[src/rtl/rfm_cnt_ctrl.sv]
// rfm_cnt_ctrl: controller for the row-activation counter CAM of the RFM tracker.
// Maps activated rows onto CAM entries through a tag table and bumps the entry
// count with a read-modify-write. On an RFM request it runs the CAM find-max,
// searches for the entry holding the max, clears it and reports its row.
//
//   state    | meaning
//   ---------+----------------------------------------------------------
//   INIT     | after reset: one cycle of cam_reset, then IDLE
//   IDLE     | accept ACT (act_ready) or start an RFM (rfm_req wins)
//   ACT_RD   | cam_read_en on the mapped entry, count captured at the edge
//   ACT_WR   | write saturated count+1, alert if it reaches ALERT_TH
//   MAX      | cam_max_en for exactly 4 cycles (sub = 0..3)
//   MAX_WT   | cam_max is sampled; zero means no aggressor
//   SRCH     | search the CAM with the max value as key
//   CLR      | zero the matching entry, report its row with rfm_done
module rfm_cnt_ctrl #(
  parameter int WORD_SIZE = 16,
  parameter int ENTRY_WIDTH = 7,
  parameter int TRACK_NUM = 16,
  parameter int ROW_BITS = 16,
  parameter logic [WORD_SIZE-1:0] ALERT_TH = WORD_SIZE'(1024)
) (
  input  logic                   clk,
  input  logic                   rstn,
  input  logic                   act_valid,
  input  logic [ROW_BITS-1:0]    act_row,
  output logic                   act_ready,
  input  logic                   rfm_req,
  output logic                   rfm_done,
  output logic                   rfm_hit,
  output logic [ROW_BITS-1:0]    rfm_row,
  output logic                   alert,
  output logic                   spill,
  output logic [WORD_SIZE-1:0]   cam_wdata,
  output logic [ENTRY_WIDTH-1:0] cam_addr,
  output logic                   cam_read_en,
  output logic                   cam_write_en,
  output logic                   cam_search_en,
  output logic                   cam_reset,
  output logic                   cam_max_en,
  input  logic [WORD_SIZE-1:0]   cam_rdata,
  input  logic                   cam_match,
  input  logic [ENTRY_WIDTH-1:0] cam_match_addr,
  input  logic [WORD_SIZE-1:0]   cam_max
);

  localparam int TW = (TRACK_NUM > 1) ? $clog2(TRACK_NUM) : 1;
  localparam int PW = $clog2(TRACK_NUM + 1);
  localparam logic [PW-1:0] FULL = PW'(TRACK_NUM);

  typedef enum logic [2:0] {
    S_INIT, S_IDLE, S_ACT_RD, S_ACT_WR, S_MAX, S_MAX_WT, S_SRCH, S_CLR
  } state_t;

  state_t state, nxt_state;
  logic [1:0] sub, nxt_sub;
  logic [PW-1:0] fill_ptr, nxt_fill;
  logic [TW-1:0] fill_idx;
  logic alloc;

  logic [ROW_BITS-1:0] tag_row [TRACK_NUM];
  logic [TRACK_NUM-1:0] tag_vld;

  logic hit;
  logic [ENTRY_WIDTH-1:0] hit_idx;
  logic [WORD_SIZE-1:0] inc;
  logic match_ok;
  logic [TW-1:0] msel;

  // registered output images; act_ready is additionally gated by rfm_req so
  // that a simultaneous RFM request is never shown as an accepted ACT
  logic ready_q;
  logic n_ready, n_done, n_hit, n_alert, n_spill;
  logic n_read, n_write, n_search, n_reset, n_max;
  logic [ROW_BITS-1:0] n_row;
  logic [WORD_SIZE-1:0] n_wdata;
  logic [ENTRY_WIDTH-1:0] n_addr;

  assign act_ready = ready_q & ~rfm_req;
  assign fill_idx  = fill_ptr[TW-1:0];
  assign inc       = (&cam_rdata) ? cam_rdata : cam_rdata + WORD_SIZE'(1);
  assign match_ok  = cam_match && (cam_match_addr < ENTRY_WIDTH'(TRACK_NUM));
  assign msel      = cam_match_addr[TW-1:0];

  // parallel tag compare; descending scan so the lowest matching index wins
  always_comb begin
    hit = 1'b0;
    hit_idx = '0;
    for (int i = TRACK_NUM - 1; i >= 0; i--) begin
      if (tag_vld[i] && (tag_row[i] == act_row)) begin
        hit = 1'b1;
        hit_idx = ENTRY_WIDTH'(i);
      end
    end
  end

  // next state and the output values for the cycle spent in that state
  always_comb begin
    nxt_state = state;
    nxt_sub   = sub;
    nxt_fill  = fill_ptr;
    alloc     = 1'b0;
    n_done    = 1'b0;
    n_hit     = 1'b0;
    n_row     = '0;
    n_alert   = 1'b0;
    n_spill   = 1'b0;
    n_write   = 1'b0;
    n_reset   = 1'b0;
    n_wdata   = '0;
    n_addr    = '0;
    case (state)
      S_INIT: begin
        // the first INIT cycle after reset raises cam_reset, the second leaves
        if (!cam_reset) n_reset = 1'b1;
        else nxt_state = S_IDLE;
      end
      S_IDLE: begin
        if (rfm_req) begin
          nxt_state = S_MAX;
          nxt_sub   = 2'd0;
        end else if (act_valid) begin
          if (hit) begin
            nxt_state = S_ACT_RD;
            n_addr    = hit_idx;
          end else if (fill_ptr < FULL) begin
            nxt_state = S_ACT_RD;
            n_addr    = ENTRY_WIDTH'(fill_ptr);
            alloc     = 1'b1;
            nxt_fill  = fill_ptr + PW'(1);
          end else begin
            n_spill = 1'b1;
          end
        end
      end
      S_ACT_RD: begin
        nxt_state = S_ACT_WR;
        n_write   = 1'b1;
        n_addr    = cam_addr;
        n_wdata   = inc;
        n_alert   = (inc >= ALERT_TH);
      end
      S_ACT_WR: nxt_state = S_IDLE;
      S_MAX: begin
        if (sub == 2'd3) nxt_state = S_MAX_WT;
        else nxt_sub = sub + 2'd1;
      end
      S_MAX_WT: begin
        if (cam_max == '0) begin
          nxt_state = S_IDLE;
          n_done    = 1'b1;
        end else begin
          nxt_state = S_SRCH;
          n_wdata   = cam_max;
        end
      end
      S_SRCH: begin
        if (match_ok) begin
          nxt_state = S_CLR;
          n_write   = 1'b1;
          n_addr    = cam_match_addr;
          n_row     = tag_row[msel];
          n_hit     = 1'b1;
          n_done    = 1'b1;
        end else begin
          // no entry holds the max: protocol error, finish without aggressor
          nxt_state = S_IDLE;
          n_done    = 1'b1;
        end
      end
      S_CLR: nxt_state = S_IDLE;
      default: nxt_state = S_INIT;
    endcase
    n_read   = (nxt_state == S_ACT_RD);
    n_max    = (nxt_state == S_MAX);
    n_search = (nxt_state == S_SRCH);
    n_ready  = (nxt_state == S_IDLE);
  end

  // state, tag table and registered outputs
  always_ff @(posedge clk or negedge rstn) begin
    if (!rstn) begin
      state         <= S_INIT;
      sub           <= 2'd0;
      fill_ptr      <= '0;
      tag_vld       <= '0;
      for (int i = 0; i < TRACK_NUM; i++) tag_row[i] <= '0;
      ready_q       <= 1'b0;
      rfm_done      <= 1'b0;
      rfm_hit       <= 1'b0;
      rfm_row       <= '0;
      alert         <= 1'b0;
      spill         <= 1'b0;
      cam_wdata     <= '0;
      cam_addr      <= '0;
      cam_read_en   <= 1'b0;
      cam_write_en  <= 1'b0;
      cam_search_en <= 1'b0;
      cam_reset     <= 1'b0;
      cam_max_en    <= 1'b0;
    end else begin
      state    <= nxt_state;
      sub      <= nxt_sub;
      fill_ptr <= nxt_fill;
      if (alloc) begin
        tag_row[fill_idx] <= act_row;
        tag_vld[fill_idx] <= 1'b1;
      end
      ready_q       <= n_ready;
      rfm_done      <= n_done;
      rfm_hit       <= n_hit;
      rfm_row       <= n_row;
      alert         <= n_alert;
      spill         <= n_spill;
      cam_wdata     <= n_wdata;
      cam_addr      <= n_addr;
      cam_read_en   <= n_read;
      cam_write_en  <= n_write;
      cam_search_en <= n_search;
      cam_reset     <= n_reset;
      cam_max_en    <= n_max;
    end
  end

endmodule

[config.mk]
export PLATFORM = sky130hd
export DESIGN_NAME = rfm_cnt_ctrl
export DESIGN_NICKNAME = d
export VERILOG_FILES = /design/src/rtl/rfm_cnt_ctrl.sv
export SDC_FILE = /design/constraint.sdc
export NUM_CORES = 1
export LEC_CHECK = 0
export CORE_MARGIN = 2
export CORE_UTILIZATION = 60
export CTS_BUF_LIST = sky130_fd_sc_hd__clkbuf_8
export DETAILED_ROUTE_END_ITERATION = 10
export GPL_ROUTABILITY_DRIVEN = 0
export PLACE_DENSITY = 0.82
export SLEW_MARGIN = 15
export SYNTH_ARGS = -nofsm -noshare
export SYNTH_HDL_FRONTEND = slang
export SYNTH_SLANG_ARGS = --single-unit
[constraint.sdc]
create_clock -name clk -period 7.2 [get_ports clk]
set_input_delay 2.16 -clock clk [delete_from_list [all_inputs] [get_ports clk]]
set_output_delay 2.16 -clock clk [all_outputs]
set_load 0.01 [all_outputs]
### After elaboration in Yosys (flattened, before gate mapping)

Index checks and enable logic that the tools add are counted.

* bitwise logic cells: 6
* reductions and logical operators: 26
* equal/unequal tests: 30
* add/sub/neg operators: 3
* muxes and demuxes: 81
* magnitude comparators: 8

Operators with widths (count)
* $bwmux W256: 1
* $eq A16 B16 Y1: 16
* $mux W7: 19
* $mux W16: 7
* $bmux W16 S4: 1
* $demux W16 S4: 1
* $mux W1: 33
* $pmux W16 S2: 1
* $mux W3: 8
* $pmux W3 S7: 1
* $pmux W7 S3: 1
* $logic_and A1 B1 Y1: 19
* $eq A3 B3 Y1 const B: 6
* $add A16 B1 Y16 const B: 1
* $ge A16 B11 Y1 const B: 1
* $logic_not A16 Y1: 1
* $or A16 B16 Y16: 1
* $reduce_and A16 Y1: 1
* $ge A5 B5 Y1 const B: 2
* $not A4 Y5: 2
* $eq A3 B2 Y1 const B: 3
* $lt A7 B5 Y1 const B: 1
* $eq A3 B1 Y1 const B: 2
* $add A5 B1 Y5 const B: 1
* other kinds (20): 24

* bits of input ports: 60
* output and inout port bits: 49
* register bits: 331

### Longest topological paths before layout

* depth after elaboration: 23
* mapped depth: 13

### Least setup slack after synthesis

OpenSTA, ideal clock, no wires.

* path kind: input port to flip-flop
* from: input port act_row[14]
* to: register tag_row[103] (netlist name)
* required time: 7075 ps
* setup time: 125 ps
* slack: 2495 ps
* path buffers: 5
* arrival time: 4580 ps
* cell stages on the path: 13
* cell sequence: buf_4 > buf_12 > xnor2_1 > nand4_1 > nor3_1 > nand4_1 > nand4_2 > or3_4 > buf_12 > buf_12 > nor4_4 > buf_6 > mux2_4

* cells in the longest elaborated chain, start to end: 22
* elaborated cells between the ends (all ways): 52
* those cells by class: 16 x eq/ne; 20 x mux; 16 x reduce/logical

RTL lines
* start: declaration: RTL line 26 `input logic [ROW_BITS-1:0] act_row,`
* $eq A16 B16 Y1: RTL line 90 `if (tag_vld[i] && (tag_row[i] == act_row)) begin`
* $logic_and A1 B1 Y1: RTL line 90
* $mux W1 (15 in series): RTL line 90
* $mux W1 (*): RTL line 90
* $mux W1 (*): RTL line 123 `if (hit) begin`
* $mux W1 (*): RTL line 122 `end else if (act_valid) begin`
* $mux W1 (*): RTL line 119 `if (rfm_req) begin`
* $mux W1 (*): RTL line 112 `case (state)`
* end signal: indexed assignment: RTL line 206 `tag_row[fill_idx] <= act_row;`
* end: declaration: RTL line 61 `logic [ROW_BITS-1:0] tag_row [TRACK_NUM];`

Mark *: on every way between the ends. The rest lies on a longest branch, timed or not.
A chain may end at the register's enable or synchronous reset.

### Worst setup path after layout

* from: input port act_row[2]
* to: register tag_row[237] (netlist name)

Same word-level chain as after synthesis.

==> impl_metrics.yaml <==
floorplanning:
  die_w_um: 181.0
  num_io_pins: 109
  core_um2: 30750
  start_util_pct: 61.14
  die-area_um2: 32770
  die_y_um: 181.0
  core.rowCount: 64
worst_setup_path:
  critPathCaptureType: "register"
  criticalPathCategory: "input port to register"
  start_kind: "input port"
  r2r_start: "state[1]"
  worstPathMaxFanout: 21
  worstPathRequired_ns: 7.67
  crit_arrival_ns: 6.03
  critical_path.startpoint: "act_row[2]"
  rr_worst_depth: 9
clock_tree:
  ctsHoldBuffers: 0
  htree_levels: 2
  tritoncts: "yes"
  post_cts_buffers: 0
  clockBufferDepth: 3
  clk_pin_slew_worst_paths_ns: 0.06
  cts_resized: 0
  cts_buffers: 56
  clock-sinks: 331
  clock_latency_ns: 0.61
  root_buffer: "clkbuf_8"
min_path:
  hold_depth: 1
  holdCritPathClass: "register to register"
  hold_start: "cam_reset"
pwr:
  peakVddDrop_mv: 0.2177
  p_int_mw: 4.251
  power_leakage_nw: 9.009
  cellPowerDensity_nw_per_um2: 296.8
  pwr-share-comb_pct: 27.2
  sequentialPowerShare_pct: 43.4
  clockPowerShare_pct: 29.5
  switching_share_pct: 31.78
  switching_power_mw: 1.980
layout:
  seqCellArea_um2: 8283
  fill_cells: 2143
  area_growth_pct: 11.65
  nNetsFinal: 1541
  drive_gt1_share_pct: 34.17
  multiInputGateArea_um2: 9545
  antenna_cells: 0
drt:
  viasPerCell: 6.284
  wl_per_cell_um: 24.84
  via_count: 12050
  antenna_left: 0
  drtPass1Iterations: 5
  routed_wl_um: 47640
  dr.first_iter.drc_count: 972
  drc: 0
grt:
  grt_pass1_wl_um: 74310
  grt_overflow: 0
  grt.total_usage_pct: 29.52
  grt_pass1_vias: 12480
  grt_max_degree: 141
  antenna_found_initial: 0
job:
  max_cap_viol_count: 0
synthesis:
  yosysWarnings: 0
  yosys.area.top_type: "dfrtp_1"
  synthTopCellsByArea: "dfrtp_1 44%, mux2_2 12%, mux4_2 9.6%"
  syn_area_um2: 18800
  ys_async_sr_fraction_pct: 100.0
  syn_inst: 1382
  yosysSeqAreaShare_pct: 44.06
  synth_seq_cells: 331
  synthFlopType: "dfrtp_1"
  synth_edf_count: 0
  synth_nets: 1448
  synth_area_per_cell_um2: 13.60
  synth_cell_type_count: 65
  synth_top_area_share_pct: 44.06
timing:
  setup_violations: 0
  maxSlewHeadroom_pct: 26.46
  max_clock_freq_ghz: 0.1800
  hold_ws_ns: 0.4567
  min_period_ns: 5.555
  timing.final.crit_share_pct: 77.15
  drv_slew: 0
  fin_skew_ns: 0.02796
  tns_ns: 0
  tightest_slew_ns: 1.098
  rsz0062_at_grt: "false"
  hold_viol: 0
place:
  port_buffers: 108
  hpwl_um: 33460
status:
  status: "complete, no violations"
-- power groups by stage --
stage | clock, mW | combinational [mW] | sequential [mW]
final | 1.84 | 1.69 | 2.70
after global routing | 1.95 | 1.79 | 2.75
after CTS | 1.86 | 1.69 | 2.69
after detailed placement | 0 | 1.68 | 2.71
after global placement | 0 | 1.63 | 2.68
after floorplan | 0 | 1.21 | 2.60
-- layout make-up --
type,count,area share [%]
Sequential cell,331,39.46
Timing Repair Buffer,149,6.640
Inverter,6,0.1073
Multi-Input combinational cell,931,45.48
Clock buffer,76,4.983
Tap cell,396,2.361
Clock inverter,29,0.9716
-- layer usage --
layer,track usage (%),vias up,wire length [µm]
met5,0,-,0
met4,11.22,0,1764
li1,-,5167,-
met3,4.052,111,2541
met2,48.11,465,23240
met1,40.72,6310,20100
-- metrics by stage --
step	cell area (µm²)	util (%)	total power, mW	setup slack, ns	instances
floorplan	18800	-	3.814	2.495	1382
global placement	19740	64.20	4.314	1.210	1813
detailed placement	19740	64.20	4.392	1.131	1813
CTS	20990	68.26	6.232	1.639	1918
global route	20990	68.26	6.485	1.505	1918
finish	20990	68.26	6.231	1.645	1918
-- synth_stat cells (5+ instances only) --
master and n:
mux4_2 80, mux2_4 54, and4_1 5, nor4_4 16, mux2_2 203, a21oi_1 5, nand4_1 46, buf_6 16
clkbuf_1 36, nor4_1 26, nand3_1 30, dfrtp_1 331, xor2_1 80, or2_2 22, and2_1 19, nand4_2 6
nor3_1 21, inv_1 6, buf_1 9, buf_2 5, buf_4 30, nand2_1 31, buf_12 17, ha_1 6
o21ai_0 16, nand2b_1 10, xnor2_1 188, nor2_1 12
-- worst paths after layout --
check	to	slack, ns
worst max-delay path	tag_row[237]	1.65
worst min-delay path	cam_reset	0.46
worst max register to register	tag_row[237]	3.60
worst min register to register	cam_reset	0.46
max in group asynchronous	tag_row[26]	4.07
min in group asynchronous	tag_row[235]	1.67
-- worst max-delay path: stages --
cell,delay [ns]
clkdlybuf4s50_1,1.16
xnor2_1,0.21
nand4_1,0.11
nor4_1,0.08
a31oi_1,0.38
nand2_1,0.14
or2_2,0.62
nor4_4,0.42
buf_4,0.32
mux2_2,0.38
-- kinds of logic (layout without fill, tap and decap cells) --
kind of cell               after synthesis  count (layout)  share of synthesized area [%]
xor gates and xnor gates               269             269                          12.57
muxes                                  339             339                          26.16
DFF                                    331             331                          44.06
buffers and inverters                  120             260                          5.198
AOI/OAI and AO/OA                       49              49                          1.804
adders and majority gates                6               6                         0.3993
and+or+nand+nor                        268             268                          9.810
-- placed cells by master (no fill, tap or decap), types with 10 or more instances in the layout --
cell,n
nand4_1,46
clkbuf_8,76
nand3_1,30
mux2_4,54
inv_1,24
xor2_1,80
dfrtp_1,331
nor2_1,12
nor3_1,21
mux2_2,203
nand2b_1,10
or2_2,23
nor4_4,16
mux4_2,80
nand2_1,31
xnor2_1,188
o21ai_0,16
buf_4,41
clkdlybuf4s50_1,104
and2_1,19
nor4_1,26
-- registers in the layout, summed over array words and instances (netlist names), 2 cells and up --
| register | count |
|---|---|
| fill_ptr | 5 |
| sub | 2 |
| tag_vld | 16 |
| tag_row | 256 |
| cam_wdata | 16 |
| rfm_row | 16 |
| state | 3 |
| cam_addr | 7 |
No activity file was read; power rests on OpenSTA's default activity.
==> variant, RTL diff (config.mk and constraints unchanged) <==
Take the reset off `cam_wdata` and load it in a clocked block of its own.
--- a/src/rtl/rfm_cnt_ctrl.sv
+++ b/src/rtl/rfm_cnt_ctrl.sv
@@ -191,7 +191,6 @@
       rfm_row       <= '0;
       alert         <= 1'b0;
       spill         <= 1'b0;
-      cam_wdata     <= '0;
       cam_addr      <= '0;
       cam_read_en   <= 1'b0;
       cam_write_en  <= 1'b0;
@@ -212,7 +211,6 @@
       rfm_row       <= n_row;
       alert         <= n_alert;
       spill         <= n_spill;
-      cam_wdata     <= n_wdata;
       cam_addr      <= n_addr;
       cam_read_en   <= n_read;
       cam_write_en  <= n_write;
@@ -222,5 +220,9 @@
     end
   end
 
+  always_ff @(posedge clk) begin
+    cam_wdata <= n_wdata;
+  end
+
 endmodule
 
Check against the original RTL: differs if rstn is asserted again (counterexample within 10 cycles, from zero or initial values and one cycle with rstn low); with rstn held inactive, the same outputs for 10 cycles.
==> variant against the unedited design <==
First-iteration DRC count is 21% higher. Synthesized area down 2.2%. Power shrank 17%. Routed wire length increased by 2.0%. Setup slack got worse by 0.83 ns. Design area fell by 2.0%. Core utilization down 0.46 points. Sequential cell count unchanged. Critical path depth rose by 1.
==> variant: results (changes against the unedited design) <==
- Status: finished, final reports clean (unchanged)
* Worst-path maximum fanout: 19 (was 21)
- The count of vias placed by the detailed router came to 12300 (was 12100).
- The number of unique standard cell types used by synthesis was 60 (was 65).
- The number of buffers created by CTS is 55 (was 56).
* Most frequent cells after synthesis: sky130_fd_sc_hd__dfrtp_1 (315), sky130_fd_sc_hd__mux2_2 (216), sky130_fd_sc_hd__xnor2_1 (136) (was sky130_fd_sc_hd__dfrtp_1 (331), sky130_fd_sc_hd__mux2_2 (203), sky130_fd_sc_hd__xnor2_1 (188))
- The worst clock skew is 0.0253 ns (was 0.0280 ns).
- The multi-input combinational cell area came to 9440 sq um (was 9550 sq um).
- The net count of the mapped netlist is 1469 (was 1448).
- The number of filler cells placed in the layout was 2106 (was 2143).
- The standby leakage power came to 9.44 nW (was 9.01 nW).
- Post-place setup slack: 0.363 ns (was 1.13 ns)
- Post-Layout Cell Count: 1927 (was 1918)
- DP HPWL: 34300 um (was 33500 um)
- DRT iter0 DRCs: 1176 (was 972)
- The kind of cell adding the most delay to the critical path was simple AND/OR/NAND/NOR gates (was buffers and inverters).
- The maximum resistive drop on vdd was 0.156 mV (was 0.218 mV).
- The proportion of register bits with asynchronous set or reset after synthesis is 95.2% (was 100%).
- The pin count of the biggest net entering global routing came to 157 (was 141).
- The gate count after technology mapping came to 1403 (was 1382).
* Final-stage net count: 1554 (was 1541)
- The wire length of the first global-routing pass was 73500 um (was 74300 um).
* Instance count after placement with tap cells included: 1827 (was 1813)
- Total wirelength of the detailed-routed design: 48600 um (was 47600 um)
- The worst slew margin relative to its limit is 26.0% (was 26.5%).
* Total global-route track usage: 31.1% (was 29.5%)
[variant: path summary, 6_finish.rpt]
kind | from | cells past startpoint | to | slack [ns]
max | act_row[6] | 11 | tag_row[89]$_DFFE_PN0P_ | 0.82
min | cam_reset$_DFF_PN0_ | 1 | cam_reset$_DFF_PN0_ | 0.45
max reg2reg | state[1]$_DFF_PN0_ | 8 | tag_row[89]$_DFFE_PN0P_ | 3.19
min reg2reg | cam_reset$_DFF_PN0_ | 1 | cam_reset$_DFF_PN0_ | 0.45
max in group asynchronous | rstn | 2 | tag_row[17]$_DFFE_PN0P_ | 4.20
min in group asynchronous | rstn | 1 | tag_row[249]$_DFFE_PN0P_ | 1.55
[variant: cell families (layout without fill, tap and decap cells)]
kind of cell | after synthesis | in the layout | share of synthesized area (%)
multiplexers | 339 | 339 | 26.4
flip-flops | 331 | 331 | 44.6
AO/OA/AOI/OAI | 62 | 62 | 2.16
other | 0 | 2 | 0
buffers and inverters | 120 | 246 | 4.04
AND/OR/NAND/NOR | 281 | 281 | 9.79
XOR/XNOR | 264 | 264 | 12.6
adder cells (fa/ha/maj) | 6 | 6 | 0.408
[variant: final cells by class]
type / instances / area share [%]
diodes: 2 / 0.0243
clock buffers: 68 / 4.55
clock inverters: 30 / 0.614
inverters: 6 / 0.109
multi-input cells: 952 / 45.9
flip-flops and latches: 331 / 39.9
well taps: 396 / 2.41
repair buffers: 142 / 6.58
[variant: power breakdown]
part	total, mW	internal (mW)	switching (mW)
sequential	2.38	2.12	0.256
combinational	1.18	0.620	0.559
clock	1.60	0.845	0.755
[variant: metal layers]
metal | global-route usage (%) | routed length [um] | vias up
li1 | - | - | 5241
met1 | 39.8 | 18700 | 6300
met2 | 49.0 | 22800 | 593
met3 | 7.87 | 4510 | 166
met4 | 16.2 | 2660 | 0
met5 | 0 | 0 | -
